==> src/rtl/branch_resolve.sv <==
// Decode-stage branch resolution: holds decode while operands are pending, compares
// them for BEQ/BNE, and issues a registered one-cycle PC redirect plus flush.
module branch_resolve #(
  parameter int WIDTH = 32,
  parameter int PC_W  = 32,
  parameter int CNT_W = 16
) (
  input  logic             clk,
  input  logic             reset,
  input  logic             br_valid,
  input  logic             br_ne,
  input  logic [WIDTH-1:0] op_a,
  input  logic [WIDTH-1:0] op_b,
  input  logic             op_a_ready,
  input  logic             op_b_ready,
  input  logic [PC_W-1:0]  br_target,
  output logic             stall,
  output logic             pc_src,
  output logic [PC_W-1:0]  pc_target,
  output logic             flush,
  output logic [CNT_W-1:0] branch_cnt,
  output logic [CNT_W-1:0] taken_cnt
);

  typedef enum logic [1:0] {
    IDLE  = 2'd0,
    WAIT  = 2'd1,
    REDIR = 2'd2
  } state_t;

  localparam logic [CNT_W-1:0] CNT_ONE = {{(CNT_W-1){1'b0}}, 1'b1};
  localparam logic [CNT_W-1:0] CNT_MAX = {CNT_W{1'b1}};

  state_t           state;
  state_t           state_nx;
  logic             hold_ne;
  logic [PC_W-1:0]  hold_target;
  logic             both_ready;
  logic             resolve;
  logic             latch;
  logic             taken;
  logic             use_ne;
  logic [PC_W-1:0]  use_target;

  // Handshake: a branch is offered while br_valid=1 and consumed on the edge where
  // both operands are ready; stall=1 means decode must hold everything as-is.
  assign both_ready = op_a_ready && op_b_ready;

  always_comb begin
    state_nx   = state;
    stall      = 1'b0;
    resolve    = 1'b0;
    latch      = 1'b0;
    use_ne     = br_ne;
    use_target = br_target;
    case (state)
      IDLE: begin
        if (br_valid) begin
          if (both_ready) begin
            resolve = 1'b1;
          end else begin
            stall    = 1'b1;
            latch    = 1'b1;
            state_nx = WAIT;
          end
        end
      end
      WAIT: begin
        // Decode is frozen, so the type/target come from the holding registers.
        use_ne     = hold_ne;
        use_target = hold_target;
        stall      = !both_ready;
        resolve    = both_ready;
      end
      REDIR: begin
        state_nx = IDLE;
      end
      default: begin
        state_nx = IDLE;
      end
    endcase
    taken = resolve && ((op_a == op_b) ^ use_ne);
    if (resolve) begin
      state_nx = taken ? REDIR : IDLE;
    end
  end

  always_ff @(posedge clk) begin
    if (reset) begin
      state       <= IDLE;
      pc_src      <= 1'b0;
      flush       <= 1'b0;
      pc_target   <= '0;
      branch_cnt  <= '0;
      taken_cnt   <= '0;
      hold_ne     <= 1'b0;
      hold_target <= '0;
    end else begin
      state  <= state_nx;
      pc_src <= taken;
      flush  <= taken;
      if (taken) begin
        pc_target <= use_target;
      end
      if (latch) begin
        hold_ne     <= br_ne;
        hold_target <= br_target;
      end
      if (resolve && (branch_cnt != CNT_MAX)) begin
        branch_cnt <= branch_cnt + CNT_ONE;
      end
      if (taken && (taken_cnt != CNT_MAX)) begin
        taken_cnt <= taken_cnt + CNT_ONE;
      end
    end
  end

endmodule

==> config.mk <==
export PLATFORM = sky130hd
export DESIGN_NAME = branch_resolve
export DESIGN_NICKNAME = d
export VERILOG_FILES = /design/src/rtl/branch_resolve.sv
export SDC_FILE = /design/constraint.sdc
export NUM_CORES = 1
export LEC_CHECK = 0
export BUFFER_PORTS_ARGS = -buffer_cell sky130_fd_sc_hd__buf_2
export CAP_MARGIN = 20
export CORE_MARGIN = 10
export CORE_UTILIZATION = 45
export DETAILED_ROUTE_END_ITERATION = 8
export PLACE_DENSITY = 0.73
export SYNTH_ARGS = -nofsm -noshare
export SYNTH_HDL_FRONTEND = slang
export SYNTH_SLANG_ARGS = --single-unit
==> constraint.sdc <==
create_clock -name clk -period 5.35 [get_ports clk]
set_clock_uncertainty 0.2 [all_clocks]
set_input_delay 0.2675 -clock clk [delete_from_list [all_inputs] [get_ports clk]]
set_output_delay 0.2675 -clock clk [all_outputs]
set_load 0.1 [all_outputs]
==> results of run 1 <==
==> metal layers <==
layer / vias to the layer above / part of all wire, % / GRT usage [%] / routed length (um)
met4: 0 / 2.1 / 5.96 / 286
met3: 22 / 8.8 / 5.54 / 1190
met5: - / 0 / 0 / 0
li1: 2268 / - / - / -
met1: 2060 / 42 / 20.2 / 5640
met2: 185 / 47 / 29.3 / 6410
==> cells by family (layout without fill, tap and decap cells) <==
group,Yosys count,count (layout)
multiplexers,43,43
adder cells (fa/ha/maj),2,2
buffers and inverters,39,228
flip-flops,100,100
XOR/XNOR,45,45
AO/OA/AOI/OAI,92,92
AND/OR/NAND/NOR,224,224
==> metrics by stage <==
stage,total power [mW],instances
floorplan,1.01,545
global placement,1.09,818
detailed placement,1.09,818
CTS,1.63,866
global route,1.69,867
finish,1.62,867
==> worst reg2reg max path, delay by kind of cell, from the launching register on <==
kind | cells | cell delay (ps)
flops | 1 | 400
buf+inv | 2 | 1030
mux | 3 | 810
simple gates | 3 | 570
==> report_power, final <==
group	leakage [nW]	internal, mW	switching [mW]
Sequential	0.813	0.772	0.0155
Combinational	1.79	0.104	0.205
Clock	0.103	0.264	0.259
==> path summary, 6_finish.rpt <==
kind                                     start             end  slack [ps]  cells after the start
worst max-delay path                  state[1]   taken_cnt[12]        2220                      8
worst min-delay path                op_b_ready        state[0]         160                      4
worst max register to register        state[1]   taken_cnt[12]        2220                      8
worst min register to register  hold_target[1]  hold_target[1]         260                      2
==> state kept, by name, indices dropped and copies added, names as in the netlist <==
name,flops
branch_cnt,16
flush,1
hold_ne,1
hold_target,32
pc_target,32
state,2
taken_cnt,16
==> synthesized netlist by cell type <==
cell	n
dfxtp_1	100
or4_1	7
a21oi_1	46
and4_1	1
nand3_1	20
clkbuf_1	24
xor2_1	43
and2_1	3
a31o_2	2
nand2b_1	3
a211oi_1	32
buf_4	1
o31ai_1	4
xnor2_1	2
o21ai_0	5
and3_1	7
a31oi_1	1
buf_2	5
nor2b_1	3
buf_1	2
nor2_4	1
mux2_2	5
mux2i_1	38
nor4_1	13
o311ai_0	1
or3_1	2
ha_1	2
o41ai_1	1
nand4_1	10
nor3_1	6
nor2_1	64
inv_1	7
nand2_1	84
==> timing repair <==
item | in CTS | in global routing
hold buffers | 33 | 0
resized for setup | 0 | 0
hold endpoints to repair | 33 | 0
==> cell type report <==
type	count	area [sq um]	share of cell area [%]
clock buffers	10	128	2.10
clock inverters	5	85.1	1.40
inverters	7	26.3	0.433
multi-input cells	406	2450	40.4
flip-flops and latches	100	2000	33.0
well taps	133	166	2.74
repair buffers	206	1210	20.0
==> metrics.csv, run 1 <==
metric;value;unit
status;finished, final reports clean;
worst-case vdd ir drop;0.000158;V
number of buffers added on ports;168;
Initial Util;46.6;%
max-capacitance violation count;0;
clock net sink count;100;
Power Density;267;mW/mm^2
total number of placement rows;36;
TritonCTS clock tree;done;
worst endpoint data arrival time;3180;ps
post-synthesis average cell area;8.43;sq um
number of buffers created by CTS;9;
filler cell count;815;
xor/xnor cell area share of the yosys netlist;8.58;%
critical-path cell list;nand2b_2, buf_4, mux2i_1, nand2_1, mux2i_4, buf_4, and3_1, mux2_2;
routed len/inst;15.6;um
sequential cell area fraction in the yosys report;43.6;%
setup slack after placement;2040;ps
global routing usage summed across all routing layers;17.3;%
Post-CTS Setup Bufs;0;
area fraction in and, or, nand and nor cells after synthesis;22.1;%
final routed DRC violation total;0;
cell family with most CP delay;buffers and inverters;
fraction of the mapped netlist area in compound gates;12.3;%
number of global-route vias before repair;4369;
minimum hold slack;161;ps
most used cell, CP;buf_4;
pin count of the biggest net entering global routing;106;
Clock transition at path regs;90;ps
wire length of the first global-routing pass;21.4;mm
setup repair after global routing missed its margin;no;
Synthesized Nets;649;
data required time at the worst endpoint;5400;ps
cell type with the highest aggregate area in the netlist;dfxtp_1;
vias per cell;5.23;
Worst Hold Class;in -> reg;
highest fanout seen on the critical path;68;
leakage power summed over all cells;2.71;nW
design area;0.00607;sq mm
router iterations before antenna repair;5;
setup-violating endpoint count in the final report;0;
synthesized netlist cell count;545;
most common library cell in the layout ignoring fill and taps;buf_2;
Final Hold Viols;0;
dominant combinational cell family by area after synthesis;simple AND/OR/NAND/NOR gates;
worst setup slack after layout;2220;ps
final core occ;61.5;%
number of nets with antenna violations after detailed routing;0;
total congestion overflow;0;
synthesized-area fraction occupied by adder cells;0.545;%
Area contributors post-synth;dfxtp_1 (44%), mux2i_1 (8.3%), xor2_1 (8.2%), nand2_1 (6.9%), a211oi_1 (5.2%);
ant diodes;0;
post-place instance area;0.00552;sq mm
remaining max-slew budget at the tightest pin;29.4;%
drt initial violations;185;
clock tree buffer depth;2;
Yosys warnings;0;
count of distinct cell types in the synthesized netlist;33;
top-level I/O count;169;
final critical-path required period;3130;ps
total wirelength of the detailed-routed design;13.5;mm
number of H-tree levels;3;
commonest cells after routing, fill and taps aside;buf_2 (167), dfxtp_1 (100), nand2_1 (84);
top-area cell type share of the netlist area;43.6;%
DIE WIDTH;121;um
maximum achievable frequency;319;MHz
vias;4535;
type of the worst setup path;reg -> reg;
clock latency on the worst-skew pair;360;ps
share of synthesized area spent on multiplexers;9.50;%
final number of max-transition violations;0;
post-route fraction of the period consumed by the critical path;58.6;%
slew at the pin with the worst max-slew slack;1060;ps
flops & latches, synth;100;
clock root cell;clkbuf_8;
share of layout cells above drive strength 1;26.8;%
RePlAce Congestion;1.01;
final sum of negative setup slack;0;ps
synthesized cell area;0.00460;sq mm
WP buf/inv;2;
worst-path cell with the longest stage delay;buf_4;
maximum single-stage delay on the critical path;550;ps
height of the die;121;um
post-layout net count;834;
layout overhead on the synthesized area;32.1;%
Worst setup EP type;flop;
DPL Wire Length;9.75;mm
number of antenna violations at the first check in global routing;0;
sort of element at the start of the critical path;flop;
Die Outline Area;0.0147;sq mm
area of the core;0.00986;sq mm
Power figures use the tool's default switching activity.
==> run 2, diff against run 1 <==
--- a/config.mk
+++ b/config.mk
@@ -10,7 +10,7 @@
 export CORE_MARGIN = 10
 export CORE_UTILIZATION = 45
 export DETAILED_ROUTE_END_ITERATION = 8
-export PLACE_DENSITY = 0.73
+export PLACE_DENSITY = 0.76
 export SYNTH_ARGS = -nofsm -noshare
 export SYNTH_HDL_FRONTEND = slang
 export SYNTH_SLANG_ARGS = --single-unit
==> constraint.sdc (replaced) <==
create_clock -name clk -period 2.65 [get_ports clk]
set_clock_uncertainty 0.2 [all_clocks]
set_input_delay 0.1325 -clock clk [delete_from_list [all_inputs] [get_ports clk]]
set_output_delay 0.1325 -clock clk [all_outputs]
set_load 0.1 [all_outputs]
==> metrics.csv, run 2 (same netlist as run 1, synthesis figures left out) <==
metric;value;unit
Register-to-Register Path Depth;7;
number of global-route vias before repair;4585;
total congestion overflow;0;
number of nets with antenna violations after detailed routing;0;
most common library cell in the layout ignoring fill and taps;buf_2;
slew at the pin with the worst max-slew slack;620;ps
final number of max-transition violations;0;
setup repair after global routing missed its margin;no;
layout overhead on the synthesized area;34.7;%
final sum of negative setup slack;0;ps
routed len/inst;15.8;um
Final Hold Viols;0;
hold buffer count at CTS;34;
net switching power;0.975;mW
vias;4585;
Top Registers;hold_target: 32 flops, pc_target: 32 flops;
router iterations before antenna repair;5;
number of buffers created by CTS;9;
start of the worst register-to-register path;state[1];
share of power burned in the clock network;30.0;%
number of antenna violations at the first check in global routing;1;
Worst Hold Class;in -> reg;
DPL Wire Length;10.1;mm
pin count of the biggest net entering global routing;45;
status;finished, final reports clean;
Initial Util;46.6;%
remaining max-slew budget at the tightest pin;58.1;%
total wirelength of the detailed-routed design;13.9;mm
clock tree buffer depth;2;
share of layout cells above drive strength 1;30.5;%
most used cell, CP;mux2i_1;
TritonCTS clock tree;done;
number of H-tree levels;3;
top-level I/O count;169;
post-route fraction of the period consumed by the critical path;90.3;%
total stage count of the critical path;7;
wire length of the first global-routing pass;22.4;mm
max-capacitance violation count;0;
DIE WIDTH;121;um
sequential power share;49.8;%
Gates resized, CTS repair;0;
type of the worst setup path;reg -> reg;
setup slack after placement;90.2;ps
critical-path cell list;nand2b_2, mux2i_1, and2_1, mux2i_1, buf_4, or4_1, mux2_2;
vias per cell;5.22;
sort of element at the start of the critical path;flop;
maximum single-stage delay on the critical path;420;ps
post-layout net count;844;
Worst setup EP type;flop;
worst setup slack after layout;257;ps
height of the die;121;um
final routed DRC violation total;0;
number of buffers added on ports;168;
global routing usage summed across all routing layers;18.2;%
final critical-path required period;2390;ps
hold path depth;4;
WP buf/inv;1;
endpoint of the most critical setup path;taken_cnt[5];
worst r2r dst;taken_cnt[5];
Die Outline Area;0.0147;sq mm
clock net sink count;100;
RePlAce Congestion;0.964;
total number of placement rows;36;
setup-violating endpoint count in the final report;0;
Power Density;516;mW/mm^2
Clock transition at path regs;100;ps
Post-CTS Setup Bufs;0;
worst endpoint data arrival time;2440;ps
Setup crit start;state[1];
internal cell power;2.22;mW
worst reg-to-reg setup slack;260;ps
maximum achievable frequency;418;MHz
portion of total power attributed to combinational logic;20.2;%
clock latency on the worst-skew pair;360;ps
drt initial violations;173;
commonest cells after routing, fill and taps aside;buf_2 (166), nand2_1 (84), dfxtp_1 (79);
data required time at the worst endpoint;2700;ps
clock root cell;clkbuf_8;
cell family with most CP delay;simple AND/OR/NAND/NOR gates;
worst-case vdd ir drop;0.000394;V
worst-path cell with the longest stage delay;or4_1;
leakage power summed over all cells;2.76;nW
highest fanout seen on the critical path;15;
area of the core;0.00986;sq mm
switching part of the total power;30.5;%
==> run 2: cell count changes in the layout (fill, tap and decap cells not counted), moves of 2 or more <==
| cell | previous run | this run |
|---|---|---|
| dfxtp_1 | 100 | 79 |
| dfxtp_2 | 0 | 21 |
| buf_4 | 6 | 12 |
| buf_12 | 0 | 3 |
| clkinvlp_4 | 1 | 3 |
==> run 2: worst min path at each step <==
stage,start,end,slack (ps)
after floorplan,br_target[0],hold_target[0],70
after global placement,br_target[15],hold_target[15],180
after detailed placement,br_target[17],hold_target[17],190
after CTS,op_b_ready,state[0],40
after global routing,op_b_ready,state[0],70
final,op_b_ready,state[0],60
==> run 2: layout make-up <==
| type | count | area (sq um) |
|---|---|---|
| timing repair buffer | 216 | 1330 |
| inverter | 7 | 26.3 |
| antenna | 1 | 2.50 |
| fill | 826 | 3670 |
| sequential | 100 | 2030 |
| multi-input combinational | 406 | 2450 |
| clock inverter | 5 | 61.3 |
| clock buffer | 10 | 128 |
| tap | 133 | 166 |
==> run 2: layer usage <==
layer / global-route usage, % / part of all wire (%)
met1: 20.9 / 43
met2: 31.7 / 48
met3: 5.82 / 7.4
met4: 4.90 / 1.3
met5: 0 / 0
==> run 2: through the flow <==
stage / instance area, sq um / std cells / power, mW / hold slack, ps / utilization, %
global placement: 5650 / 827 / 2.21 / 183 / 57.3
finish: 6190 / 878 / 3.19 / 58.1 / 62.8
CTS: 6180 / 876 / 3.23 / 39.2 / 62.7
floorplan: 4620 / 545 / 2.04 / 68.5 / -
global route: 6190 / 878 / 3.33 / 72.7 / 62.8
detailed placement: 5650 / 827 / 2.23 / 191 / 57.3
==> run 2: worst reg2reg max path: stages (launching register included) <==
cell and delay (ps):
dfxtp_1 410, nand2b_2 200, mux2i_1 280, and2_1 210
mux2i_1 110, buf_4 190, or4_1 420, mux2_2 290
==> run 2: power groups by stage <==
stage	combinational (mW)	sequential (mW)	clock, mW
detailed placement	0.604	1.62	0
CTS	0.646	1.59	0.989
floorplan	0.245	1.79	0
finish	0.645	1.59	0.957
global route	0.693	1.60	1.04
global placement	0.591	1.62	0
